===== config.mk =====
export PLATFORM = sky130hd
export DESIGN_NAME = clk_rate_monitor_flat
export DESIGN_NICKNAME = d
export VERILOG_FILES = /design/src/rtl/clk_rate_monitor_if.sv /design/src/rtl/clk_rate_monitor.sv /design/src/flat_wrapper.sv
export SDC_FILE = /design/constraint.sdc
export NUM_CORES = 1
export LEC_CHECK = 0
export ABC_AREA = 0
export CORE_MARGIN = 4
export CORE_UTILIZATION = 47
export DETAILED_ROUTE_END_ITERATION = 6
export PLACE_DENSITY = 0.85
export SLEW_MARGIN = 10
export SYNTH_ARGS = -nofsm -noshare
export SYNTH_HDL_FRONTEND = slang
export SYNTH_SLANG_ARGS = --single-unit

===== constraint.sdc =====
create_clock -name sys_clk -period 2.7 [get_ports sys_clk]
set_input_delay 0.405 -clock sys_clk [delete_from_list [all_inputs] [get_ports sys_clk]]
set_output_delay 0.405 -clock sys_clk [all_outputs]
set_load 0.02 [all_outputs]

===== src/rtl/clk_rate_monitor_if.sv =====
// Bundle between clk_rate_monitor and its consumer.
//   mon_clk       monitored clock, asynchronous to sys_clk (into the monitor)
//   rise_pulse    1-cycle strobe per synchronised mon_clk rise
//   fall_pulse    1-cycle strobe per synchronised mon_clk fall
//   period        last measured period in sys_clk cycles
//   period_valid  1-cycle strobe, period updated
//   locked        frequency within tolerance and stable
//   freq_err      1-cycle strobe, out-of-tolerance period while locked
//   clk_lost      level, no rise within the timeout window
//   high_time     last high-phase length (duty build only, else 0)
//   duty_err      1-cycle strobe, duty fault (duty build only, else 0)
// master: the monitor; slave: the consumer that drives mon_clk.
interface clk_rate_monitor_if #(
  parameter int unsigned CNT_W = 8
);
  logic             mon_clk;
  logic             rise_pulse;
  logic             fall_pulse;
  logic [CNT_W-1:0] period;
  logic             period_valid;
  logic             locked;
  logic             freq_err;
  logic             clk_lost;
  logic [CNT_W-1:0] high_time;
  logic             duty_err;

  modport master (
    input  mon_clk,
    output rise_pulse, fall_pulse, period, period_valid, locked,
           freq_err, clk_lost, high_time, duty_err
  );

  modport slave (
    output mon_clk,
    input  rise_pulse, fall_pulse, period, period_valid, locked,
           freq_err, clk_lost, high_time, duty_err
  );
endinterface


===== src/rtl/clk_rate_monitor.sv =====
// Frequency/lock/loss checker for a slow clock sampled in the sys_clk domain.
// Synchronises mon_clk, emits edge strobes, measures the rise-to-rise period,
// declares lock after LOCK_COUNT consecutive in-tolerance periods and flags
// loss of clock after TIMEOUT cycles without a rise.
// Ports:
//   sys_clk  system clock, all logic on posedge
//   sys_rst  asynchronous, active-low reset
//   bus_if   clk_rate_monitor_if.master (mon_clk in, status/strobes out)
// Optional feature: define DUTY_CHECK_EN to enable high-phase measurement and
// duty_err; without it high_time and duty_err are tied to 0.
module clk_rate_monitor #(
  parameter int unsigned SYNC_STAGES = 2,
  parameter int unsigned CNT_W       = 8,
  parameter int unsigned EXP_PERIOD  = 4,
  parameter int unsigned TOL         = 0,
  parameter int unsigned LOCK_COUNT  = 4,
  parameter int unsigned TIMEOUT     = 64
) (
  input  logic                  sys_clk,
  input  logic                  sys_rst,
  clk_rate_monitor_if.master    bus_if
);

  typedef enum logic [1:0] {ST_IDLE, ST_MEAS, ST_LOCKED} state_e;

  localparam int unsigned      GW      = $clog2(LOCK_COUNT + 1);
  localparam logic [CNT_W-1:0] CNT_MAX = '1;
  localparam logic [CNT_W-1:0] TO_LAST = CNT_W'(TIMEOUT - 1);
  localparam logic [CNT_W:0]   EXP_X   = (CNT_W+1)'(EXP_PERIOD);
  localparam logic [CNT_W:0]   TOL_X   = (CNT_W+1)'(TOL);
  localparam logic [GW-1:0]    LOCK_N  = GW'(LOCK_COUNT);

  logic [SYNC_STAGES-1:0] sync_q;
  logic                   s_prev_q;
  logic [CNT_W-1:0]       per_cnt_q, per_cnt_d;
  logic [GW-1:0]          good_cnt_q, good_cnt_d;
  state_e                 state_q, state_d;
  logic [CNT_W-1:0]       period_q, period_d;
  logic                   period_valid_q, period_valid_d;
  logic                   freq_err_q, freq_err_d;
  logic                   clk_lost_q, clk_lost_d;

  logic                   s_cur, rise_c, fall_c, good_c;
  logic [CNT_W:0]         meas_c, diff_c;

  assign s_cur  = sync_q[SYNC_STAGES-1];
  assign rise_c = s_cur & ~s_prev_q;
  assign fall_c = ~s_cur & s_prev_q;

  // Measured period is one more than the count since the previous rise;
  // evaluated one bit wider so the tolerance compare cannot wrap.
  assign meas_c = {1'b0, per_cnt_q} + (CNT_W+1)'(1);
  assign diff_c = (meas_c >= EXP_X) ? (meas_c - EXP_X) : (EXP_X - meas_c);
  assign good_c = (diff_c <= TOL_X);

  // Synchroniser chain plus edge-history register.
  always_ff @(posedge sys_clk or negedge sys_rst) begin
    if (!sys_rst) begin
      sync_q   <= '0;
      s_prev_q <= 1'b0;
    end else begin
      sync_q   <= {sync_q[SYNC_STAGES-2:0], bus_if.mon_clk};
      s_prev_q <= s_cur;
    end
  end

  // State and measurement registers.
  always_ff @(posedge sys_clk or negedge sys_rst) begin
    if (!sys_rst) begin
      state_q        <= ST_IDLE;
      per_cnt_q      <= '0;
      good_cnt_q     <= '0;
      period_q       <= '0;
      period_valid_q <= 1'b0;
      freq_err_q     <= 1'b0;
      clk_lost_q     <= 1'b0;
    end else begin
      state_q        <= state_d;
      per_cnt_q      <= per_cnt_d;
      good_cnt_q     <= good_cnt_d;
      period_q       <= period_d;
      period_valid_q <= period_valid_d;
      freq_err_q     <= freq_err_d;
      clk_lost_q     <= clk_lost_d;
    end
  end

  // Next-state: a rise takes priority over the timeout in the same cycle.
  always_comb begin
    state_d        = state_q;
    good_cnt_d     = good_cnt_q;
    period_d       = period_q;
    period_valid_d = 1'b0;
    freq_err_d     = 1'b0;
    clk_lost_d     = clk_lost_q;
    per_cnt_d      = (per_cnt_q == CNT_MAX) ? per_cnt_q : per_cnt_q + CNT_W'(1);

    if (rise_c) begin
      per_cnt_d  = '0;
      clk_lost_d = 1'b0;
      case (state_q)
        ST_IDLE: begin
          // No reference yet: this rise only starts the measurement.
          state_d    = ST_MEAS;
          good_cnt_d = '0;
        end
        ST_MEAS: begin
          period_d       = CNT_W'(meas_c);
          period_valid_d = 1'b1;
          if (good_c) begin
            good_cnt_d = good_cnt_q + GW'(1);
            if (good_cnt_d == LOCK_N) state_d = ST_LOCKED;
          end else begin
            good_cnt_d = '0;
          end
        end
        ST_LOCKED: begin
          period_d       = CNT_W'(meas_c);
          period_valid_d = 1'b1;
          if (!good_c) begin
            freq_err_d = 1'b1;
            good_cnt_d = '0;
            state_d    = ST_MEAS;
          end
        end
        default: state_d = ST_IDLE;
      endcase
    end else if (per_cnt_q == TO_LAST) begin
      clk_lost_d = 1'b1;
      good_cnt_d = '0;
      state_d    = ST_IDLE;
    end
  end

  assign bus_if.rise_pulse   = rise_c;
  assign bus_if.fall_pulse   = fall_c;
  assign bus_if.period       = period_q;
  assign bus_if.period_valid = period_valid_q;
  assign bus_if.locked       = (state_q == ST_LOCKED);
  assign bus_if.freq_err     = freq_err_q;
  assign bus_if.clk_lost     = clk_lost_q;

`ifdef DUTY_CHECK_EN
  localparam logic [CNT_W+1:0] EXP2 = (CNT_W+2)'(EXP_PERIOD);
  localparam logic [CNT_W+1:0] TOL2 = (CNT_W+2)'(2 * TOL);

  logic [CNT_W-1:0] hi_cnt_q, hi_cnt_d;
  logic [CNT_W-1:0] high_time_q, high_time_d;
  logic             duty_err_q, duty_err_d;
  logic [CNT_W:0]   hi_len_c;
  logic [CNT_W+1:0] hi2_c, ddiff_c;

  // High-phase counter and duty check, evaluated on each fall.
  always_comb begin
    hi_cnt_d    = hi_cnt_q;
    high_time_d = high_time_q;
    duty_err_d  = 1'b0;
    hi_len_c    = {1'b0, hi_cnt_q} + (CNT_W+1)'(1);
    hi2_c       = {hi_len_c, 1'b0};
    ddiff_c     = (hi2_c >= EXP2) ? (hi2_c - EXP2) : (EXP2 - hi2_c);
    if (rise_c) begin
      hi_cnt_d = '0;
    end else if (s_cur && (hi_cnt_q != CNT_MAX)) begin
      hi_cnt_d = hi_cnt_q + CNT_W'(1);
    end
    if (fall_c) begin
      high_time_d = CNT_W'(hi_len_c);
      duty_err_d  = (state_q == ST_LOCKED) && (ddiff_c > TOL2);
    end
  end

  always_ff @(posedge sys_clk or negedge sys_rst) begin
    if (!sys_rst) begin
      hi_cnt_q    <= '0;
      high_time_q <= '0;
      duty_err_q  <= 1'b0;
    end else begin
      hi_cnt_q    <= hi_cnt_d;
      high_time_q <= high_time_d;
      duty_err_q  <= duty_err_d;
    end
  end

  assign bus_if.high_time = high_time_q;
  assign bus_if.duty_err  = duty_err_q;
`else
  assign bus_if.high_time = '0;
  assign bus_if.duty_err  = 1'b0;
`endif

endmodule


===== src/flat_wrapper.sv =====
// flat-port wrapper written by rule: the top's interface ports become plain ports
module clk_rate_monitor_flat 
#(
  parameter int unsigned SYNC_STAGES = 2,
  parameter int unsigned CNT_W       = 8,
  parameter int unsigned EXP_PERIOD  = 4,
  parameter int unsigned TOL         = 0,
  parameter int unsigned LOCK_COUNT  = 4,
  parameter int unsigned TIMEOUT     = 64
)
  (sys_clk, sys_rst, bus_if_mon_clk, bus_if_rise_pulse, bus_if_fall_pulse, bus_if_period, bus_if_period_valid, bus_if_locked, bus_if_freq_err, bus_if_clk_lost, bus_if_high_time, bus_if_duty_err);
  clk_rate_monitor_if #(.CNT_W(CNT_W)) bus_if_i ();
  input  logic sys_clk;
  input  logic sys_rst;
  input wire logic [$bits(bus_if_i.mon_clk)-1:0] bus_if_mon_clk;
  output wire logic [$bits(bus_if_i.rise_pulse)-1:0] bus_if_rise_pulse;
  output wire logic [$bits(bus_if_i.fall_pulse)-1:0] bus_if_fall_pulse;
  output wire logic [$bits(bus_if_i.period)-1:0] bus_if_period;
  output wire logic [$bits(bus_if_i.period_valid)-1:0] bus_if_period_valid;
  output wire logic [$bits(bus_if_i.locked)-1:0] bus_if_locked;
  output wire logic [$bits(bus_if_i.freq_err)-1:0] bus_if_freq_err;
  output wire logic [$bits(bus_if_i.clk_lost)-1:0] bus_if_clk_lost;
  output wire logic [$bits(bus_if_i.high_time)-1:0] bus_if_high_time;
  output wire logic [$bits(bus_if_i.duty_err)-1:0] bus_if_duty_err;
  assign bus_if_i.mon_clk = bus_if_mon_clk;
  assign bus_if_rise_pulse = bus_if_i.rise_pulse;
  assign bus_if_fall_pulse = bus_if_i.fall_pulse;
  assign bus_if_period = bus_if_i.period;
  assign bus_if_period_valid = bus_if_i.period_valid;
  assign bus_if_locked = bus_if_i.locked;
  assign bus_if_freq_err = bus_if_i.freq_err;
  assign bus_if_clk_lost = bus_if_i.clk_lost;
  assign bus_if_high_time = bus_if_i.high_time;
  assign bus_if_duty_err = bus_if_i.duty_err;
  clk_rate_monitor #(.SYNC_STAGES(SYNC_STAGES), .CNT_W(CNT_W), .EXP_PERIOD(EXP_PERIOD), .TOL(TOL), .LOCK_COUNT(LOCK_COUNT), .TIMEOUT(TIMEOUT)) u_core (.sys_clk(sys_clk), .sys_rst(sys_rst), .bus_if(bus_if_i));
endmodule

Word-level counts from Yosys, hierarchy flattened --
Index checks and enable logic that the tools add are counted.
Cells by class: mux-type cells 21, $add $sub $neg 5, order comparisons 2, multipliers 0, equality and inequality tests 10, reduce and logical (&&, ||, !) cells 6, bitwise operators 4, divide/modulo/power cells 0, shift operators 0
Operators by type and width (count):
- two-way mux 8 bit | 2
- two-way mux 3 bit | 4
- two-way mux 2 bit | 5
- adder 8 x 1 -> 9 bit, second input constant | 1
- >= comparator 9 x 3 -> 1 bit, second input constant | 1
- less-or-equal comparator 9 x 1 -> 1 bit, second input constant | 1
- two-way mux 9 bit | 1
- case mux 3 bit (3 select lines) | 1
- subtractor 3 x 9 -> 9 bit, first input constant | 1
- subtractor 9 x 3 -> 9 bit, second input constant | 1
- adder 8 x 1 -> 8 bit, second input constant | 1
- equality test 8 x 6 -> 1 bit, second input constant | 1
- equality test 8 bit, second input constant | 1
- two-way mux 1 bit | 7
- != test 3 x 2 -> 1 bit, second input constant | 2
- case mux 2 bit (3 select lines) | 1
- != test 4 x 1 -> 1 bit, second input constant | 1
- AND reduction 4 bit | 1
- adder 3 x 1 -> 3 bit, second input constant | 1
- equality test 3 bit, second input constant | 1
- != test 3 bit, second input constant | 1
- AND reduction 3 bit | 1
- bitwise AND 1 bit | 2
- equality test 2 x 1 -> 1 bit, second input constant | 1
- 7 further kinds | 8
Word-level totals: bits of input ports 3, register bits 27, logic and storage cells 57, output and inout bits 23, memory bits (read-only) 0, RAM bits 0, memories kept 0, latch bits 0

Logic depth before layout (Yosys ltp) --
Gate-level depths: netlist of run 1.
word-level depth 7, depth in mapped cells 9, gate-level depth less buffers 8

Least setup slack after synthesis of run 1 --
OpenSTA, ideal clock, no wires.
kind register to register, start register u_core.per_cnt_q[0], end register u_core.state_q[0], library setup time 0.079 ns, cell stages (with the launch flop) 10, setup slack 0.120 ns, required time 2.621 ns, period minus slack after synthesis 2.580 ns, arrival 2.501 ns, buffers on the path 1, cell sequence dfrtp_1 -> ha_1 -> buf_6 -> xnor2_1 -> inv_1 -> ha_1 -> nand4b_1 -> a2111o_1 -> a211oi_2 -> mux2i_1
On the way: cells in the longest elaborated chain, start to end 6, elaborated cells on any way between the ends 11, classes of those cells add/sub (3); order compare (2); eq/ne (3); mux (1); reduce/logical (2)
RTL lines:
- start, declared | RTL line clk_rate_monitor.sv:35 | logic [CNT_W-1:0] per_cnt_q, per_cnt_d;
- start signal, assigned | RTL line clk_rate_monitor.sv:79 | per_cnt_q <= per_cnt_d;
- adder 8 x 1 -> 9 bit * | RTL line clk_rate_monitor.sv:52 | assign meas_c = {1'b0, per_cnt_q} + (CNT_W+1)'(1);
- named net u_core.meas_c[2] | RTL line clk_rate_monitor.sv:44 | logic [CNT_W:0] meas_c, diff_c;
- subtractor 3 x 9 -> 9 bit, or another cell as far along | RTL line clk_rate_monitor.sv:53 | assign diff_c = (meas_c >= EXP_X) ? (meas_c - EXP_X) : (EXP_X - meas_c);
- two-way mux 9 bit * | RTL line clk_rate_monitor.sv:53
- less-or-equal comparator 9 x 1 -> 1 bit * | RTL line clk_rate_monitor.sv:54 | assign good_c = (diff_c <= TOL_X);
- != test 3 x 2 -> 1 bit (no source line) or != test 3 bit (tied branches)
- AND reduction 4 bit (no source line) *
- end signal, assigned | RTL line clk_rate_monitor.sv:78 | state_q <= state_d;
- end, declared | RTL line clk_rate_monitor.sv:37 | state_e state_q, state_d;
The timed path passes the listed nets; every way through them passes the cells marked *. A chain may end at the register's enable or synchronous reset.

Worst setup path after layout of run 1 --
start register u_core.per_cnt_q[1], end register u_core.state_q[0]
On the way: cells in the longest elaborated chain, start to end 6, elaborated cells on any way between the ends 11, classes of those cells add/sub (3); order compare (2); eq/ne (3); mux (1); reduce/logical (2)
RTL lines (RTL line):
- adder 8 x 1 -> 9 bit | clk_rate_monitor.sv:52
- subtractor 3 x 9 -> 9 bit, or another cell as far along | clk_rate_monitor.sv:53
- two-way mux 9 bit | clk_rate_monitor.sv:53
- less-or-equal comparator 9 x 1 -> 1 bit | clk_rate_monitor.sv:54
- != test 3 x 2 -> 1 bit (no source line) or != test 3 bit (tied branches)
- AND reduction 4 bit (no source line) *
Every way passes the cells marked *; elsewhere a longest branch is shown, timed or not.

==> impl_metrics.tcl, run 1 <==
set metrics [dict create \
    status "finished, final reports clean" \
    syn_area_per_cell_um2 10.3 \
    start_util_pct 49.4 \
    yosysWarnings 0 \
    drtPass1Iterations 4 \
    track_usage_pct 16.2 \
    synth_edf_count 0 \
    seqPwrFrac_pct 42.5 \
    synth_ff_type "dfrtp_1" \
    multi_input_area_um2 762 \
    syn2layout_area_growth_pct 16.0 \
    hold_viol_final 0 \
    via_per_inst 5.19 \
    remaining_drc_errors 0 \
    drt_iter0_drc 54 \
    path_max_fanout 9 \
    power.internal_uw 777 \
    num_vias 1090 \
    clk_pin_slew_worst_paths_ns 0.14 \
    cts_tree "yes" \
    postRouteAntennaNets 0 \
    seq_area_um2 676 \
    yosysTopAreaCell "dfrtp_1" \
    cap_violations 0 \
    max_slew.worst_pin.slew_ns 0.554 \
    period_minus_slack_ns 2.60 \
    maxSlewViolCount 0 \
    grt_overflow_total 0 \
    swShare_pct 39.7 \
    synthDistinctLibCells 43 \
    dp_hpwl_mm 2.34 \
    rsz0062_at_grt "no" \
    maxSlewHeadroom_pct 62.9 \
    clkSinkCount 27 \
    power_uw 1290 \
    postCtsSetupBuffers 0 \
    synth.yosys.seq_area_share_pct 44.8 \
    fin_util_pct 57.3 \
    nets 180 \
    cts_buffers 3 \
    grt_max_degree 28 \
    grt_antenna_before_repair 0 \
    slowest_delay_ns 0.58 \
    core_area_um2 3050 \
    p_per_area_nw_per_um2 736 \
    drive_above_1_share_pct 12.7 \
    cp_slowest_cell "or4_4" \
    die_y_um 64.7 \
    die_width_um 64.7 \
    fin_skew_ns 0.00757 \
    hold_buffers 0 \
    fin_crit_sh_pct 96.4 \
    final_area_um2 1750 \
    p_leak_uw 0.000793 \
    cts_buffer_depth 2 \
    final_cells 210 \
    synth_most_common_cell "dfrtp_1" \
    fp.dieArea_um2 4180 \
    synthTopCellsByArea "dfrtp_1 45%, ha_1 8.3%, buf_4 4.5%" \
    clock_latency_ns 0.34 \
    start_kind "flip-flop" \
    fmax_ghz 0.384 \
    placed_area_um2 1700 \
    fillers 268 \
    first_global_vias 1110 \
    p_switching_uw 511 \
    synth.top_cells.by_count "27 x dfrtp_1, 12 x nand2_1, 10 x ha_1, 10 x o21ai_0" \
    netlist.area_leader.share_pct 44.8 \
    cts_root_buffer "clkbuf_4" \
    grt_pass1_wl_mm 5.23 \
    fin_setup_tns_ns 0 \
    ir_drop_uv 645 \
    min_path_type "reg2reg" \
    place.gp.congestion 0.843 \
    num_antenna_cells 0 \
    setup_viol 0 \
    dp_cells 206 \
    worstSetupPathType "reg2reg" \
    arrival_ns 2.87 \
    port_buffers 16 \
    ys_ff_latch 27 \
    pin_count 26 \
    worstPathRequired_ns 2.97 \
    netlist_area_um2 1510 \
    cp-end-kind "flip-flop" \
    cts-resized-gates 0 \
    clkPwrFrac_pct 14.0 \
    async_flop_share_pct 100 \
    htreeDepth 1 \
    syn_inst 146 \
    comb_power_share_pct 43.5 \
    core.rowCount 20 \
    finalWirelength_mm 3.13 \
    path_cells "ha_2 > nor4_1 > or4_4 > a2111o_1 > a211oi_2 > mux2i_1" \
    wl_per_cell_um 14.9 \
]
==> cell type report <==
type | count | area share (%)
clock buffers | 4 | 1.50
inverters | 7 | 1.50
multi-input cells | 106 | 43.5
flip-flops and latches | 27 | 38.6
well taps | 44 | 3.15
repair buffers | 22 | 11.7
==> power groups by stage <==
stage	clock, µW	sequential, µW	combinational (µW)
floorplan	0	586	326
global placement	0	546	513
detailed placement	0	554	543
CTS	183	547	545
global route	206	557	613
finish	181	547	560
==> path summary, 6_finish.rpt <==
check | startpoint | endpoint | slack, ns | cells past startpoint
worst min register to register | u_core.sync_q[0] | u_core.sync_q[1] | 0.37 | 0
max in group asynchronous | sys_rst | u_core.sync_q[1] | 2.01 | 2
worst max register to register | u_core.per_cnt_q[1] | u_core.state_q[0] | 0.1 | 6
min in group asynchronous | sys_rst | u_core.per_cnt_q[7] | 0.43 | 2
worst min-delay path | u_core.sync_q[0] | u_core.sync_q[1] | 0.37 | 0
worst max-delay path | u_core.per_cnt_q[1] | u_core.state_q[0] | 0.1 | 6
==> kinds of logic after synthesis <==
family | count (synthesis) | share of synthesized area [%]
AOI/OAI and AO/OA | 27 | 13.2
xor gates and xnor gates | 9 | 5.22
adders and majority gates | 10 | 8.29
buffers and inverters | 21 | 8.46
DFF | 27 | 44.8
muxes | 4 | 2.74
other | 1 | 0.249
and+or+nand+nor | 47 | 17.1
==> stage by stage <==
stage,hold WS [ns],worst slack [ns]
5_1_grt,0.379,0.000622
3_3_place_gp,0.338,0.232
2_1_floorplan,0.109,0.120
6_report,0.374,0.0969
4_1_cts,0.364,0.116
3_5_place_dp,0.338,0.143
==> metal layers <==
| layer | GRT usage [%] | wire, µm | part of all wire [%] |
|---|---|---|---|
| met5 | 0 | 0 | 0 |
| met4 | 4.22 | 62 | 2.0 |
| met3 | 4.33 | 111 | 3.5 |
| met2 | 29.4 | 1670 | 53 |
| met1 | 18.8 | 1290 | 41 |
==> worst max-delay path, delay by kind of cell (launching register included) <==
kind	cells	cell delay (ns)
compound gates	2	0.85
flops	1	0.46
fa+ha+maj	1	0.32
mux	1	0.22
simple gates	2	0.69
==> placed cells by master, fill, tap and decap left out, types with 2 or more instances in the layout <==
master,instances
dfrtp_1,27
clkdlybuf4s50_1,16
nand2_1,12
o21ai_0,10
nor2_1,9
ha_1,9
conb_1,9
inv_1,7
xnor2_1,6
buf_4,6
nand3_1,4
nor3_1,4
a21oi_1,4
xor2_1,3
mux2i_1,3
clkbuf_4,3
nor2b_1,2
and3_1,2
a211oi_1,2
and2b_1,2
==> state kept, by name, summed over array words and instances (netlist names) <==
register                    count
u_core.good_cnt_q               3
u_core.bus_if.freq_err          1
u_core.bus_if.period            8
u_core.sync_q                   2
u_core.bus_if.clk_lost          1
u_core.state_q                  2
u_core.per_cnt_q                8
u_core.bus_if.period_valid      1
u_core.s_prev_q                 1
Note: power is estimated with default switching activity, not from simulation.
==> run 2, diff against run 1 <==
Settings changed: RECOVER_POWER set to 50.
==> impl_metrics.tcl, run 2 (synthesized netlist as in run 1, its figures left out) <==
set metrics [dict create \
    fin_crit_sh_pct 96.4 \
    final_area_um2 1750 \
    port_buffers 16 \
    finalWirelength_mm 3.14 \
    whs_path_depth 0 \
    layout_commonest_cell "dfrtp_1" \
    place.gp.congestion 0.843 \
    clk_pin_slew_worst_paths_ns 0.14 \
    start_util_pct 49.4 \
    slowest_delay_ns 0.58 \
    worstPathRequired_ns 2.97 \
    cts_buffer_depth 2 \
    min_path_type "reg2reg" \
    num_antenna_cells 0 \
    clock_latency_ns 0.34 \
    worstSetupPathType "reg2reg" \
    hold_viol_final 0 \
    cp-end-kind "flip-flop" \
    fin_skew_ns 0.00692 \
    htreeDepth 1 \
    rsz0062_at_grt "no" \
    postCtsSetupBuffers 0 \
    syn2layout_area_growth_pct 15.8 \
    fmax_ghz 0.384 \
    ir_drop_uv 643 \
    cts_tree "yes" \
    hold_buffers 0 \
    start_kind "flip-flop" \
    grt_pass1_wl_mm 5.23 \
    num_vias 1091 \
    arrival_ns 2.87 \
    die_y_um 64.7 \
    pin_count 26 \
    via_per_inst 5.20 \
    postRouteAntennaNets 0 \
    cp_slowest_cell "or4_4" \
    grt_max_degree 28 \
    drt_iter0_drc 54 \
    fin_setup_tns_ns 0 \
    grt_overflow_total 0 \
    dp_hpwl_mm 2.34 \
    final_cell_mix "27 x dfrtp_1, 14 x clkdlybuf4s50_1, 12 x nand2_1" \
    fp.dieArea_um2 4180 \
    core.rowCount 20 \
    cts_buffers 3 \
    max_slew.worst_pin.slew_ns 1.47 \
    worst-r2r-cell-count 6 \
    cap_violations 0 \
    setup_viol 0 \
    drive_above_1_share_pct 12.0 \
    path_cells "ha_2 > nor4_1 > or4_4 > a2111o_1 > a211oi_2 > mux2i_1" \
    p_leak_uw 0.000790 \
    period_minus_slack_ns 2.60 \
    first_global_vias 1110 \
    maxSlewViolCount 0 \
    placed_area_um2 1700 \
    maxSlewHeadroom_pct 1.67 \
    remaining_drc_errors 0 \
    status "finished, final reports clean" \
    nets 180 \
    p_per_area_nw_per_um2 737 \
    core_area_um2 3050 \
    wl_per_cell_um 14.9 \
    clkSinkCount 27 \
    grt_antenna_before_repair 0 \
    drtPass1Iterations 4 \
    path_max_fanout 9 \
    die_width_um 64.7 \
    track_usage_pct 16.2 \
    cts_root_buffer "clkbuf_4" \
]
[run 2: changes by cell type in the layout (fill, tap and decap cells not counted)]
cell,delta
clkdlybuf4s50_1,-2
dlygate4sd3_1,+2
buf_4,-1
clkbuf_1,+1
[run 2: where the power goes]
| part | leakage [µW] | total, µW | internal, µW | switching (µW) |
|---|---|---|---|---|
| clock | 0.0000150 | 180 | 58.2 | 122 |
| combinational | 0.000419 | 560 | 241 | 319 |
| sequential | 0.000356 | 547 | 477 | 70.1 |
[run 2: worst paths after layout]
path / endpoint / slack [ns] / from
setup / recovery: u_core.state_q[0] / 0.1 / u_core.per_cnt_q[1]
hold / removal: u_core.sync_q[1] / 0.37 / u_core.sync_q[0]
setup reg to reg: u_core.state_q[0] / 0.1 / u_core.per_cnt_q[1]
hold reg to reg: u_core.sync_q[1] / 0.37 / u_core.sync_q[0]
max in group asynchronous: u_core.sync_q[1] / 0.91 / sys_rst
min in group asynchronous: u_core.per_cnt_q[7] / 0.93 / sys_rst
[run 2: per-stage QoR]
stage          utilization, %  hold slack (ns)  setup slack, ns  instances  power (µW)
6_report                 57.2            0.373           0.0982        210        1290
5_1_grt                  57.2            0.379         0.000622        210        1370
4_1_cts                  56.5            0.364            0.116        210        1270
3_5_place_dp             55.6            0.338            0.143        206        1100
3_3_place_gp             55.6            0.338            0.232        206        1060
2_1_floorplan               -            0.109            0.120        154         911
[run 2: routing by layer]
layer	wire length, µm	GRT usage [%]	up-vias
met5	0	0	-
met4	62	4.22	0
met3	109	4.33	6
met2	1670	29.4	20
met1	1300	18.8	536
li1	-	-	529
[run 2: final cells by class]
type | count | area [µm²]
fillers | 270 | 1310
multi-input cells | 106 | 762
flip-flops and latches | 27 | 676
repair buffers | 22 | 201
well taps | 44 | 55.1
clock buffers | 4 | 26.3
inverters | 7 | 26.3
[run 2: critical path: cells and delay by family (launching register included)]
kind,cells,cell delay [ns]
AO/OA/AOI/OAI,2,0.85
flip-flops,1,0.46
multiplexers,1,0.22
adder cells (fa/ha/maj),1,0.32
AND/OR/NAND/NOR,2,0.69
[run 2: repair_timing]
item	CTS	global route
resized for setup	0	4
setup endpoints to repair	0	5
endpoints found under the hold margin	0	0
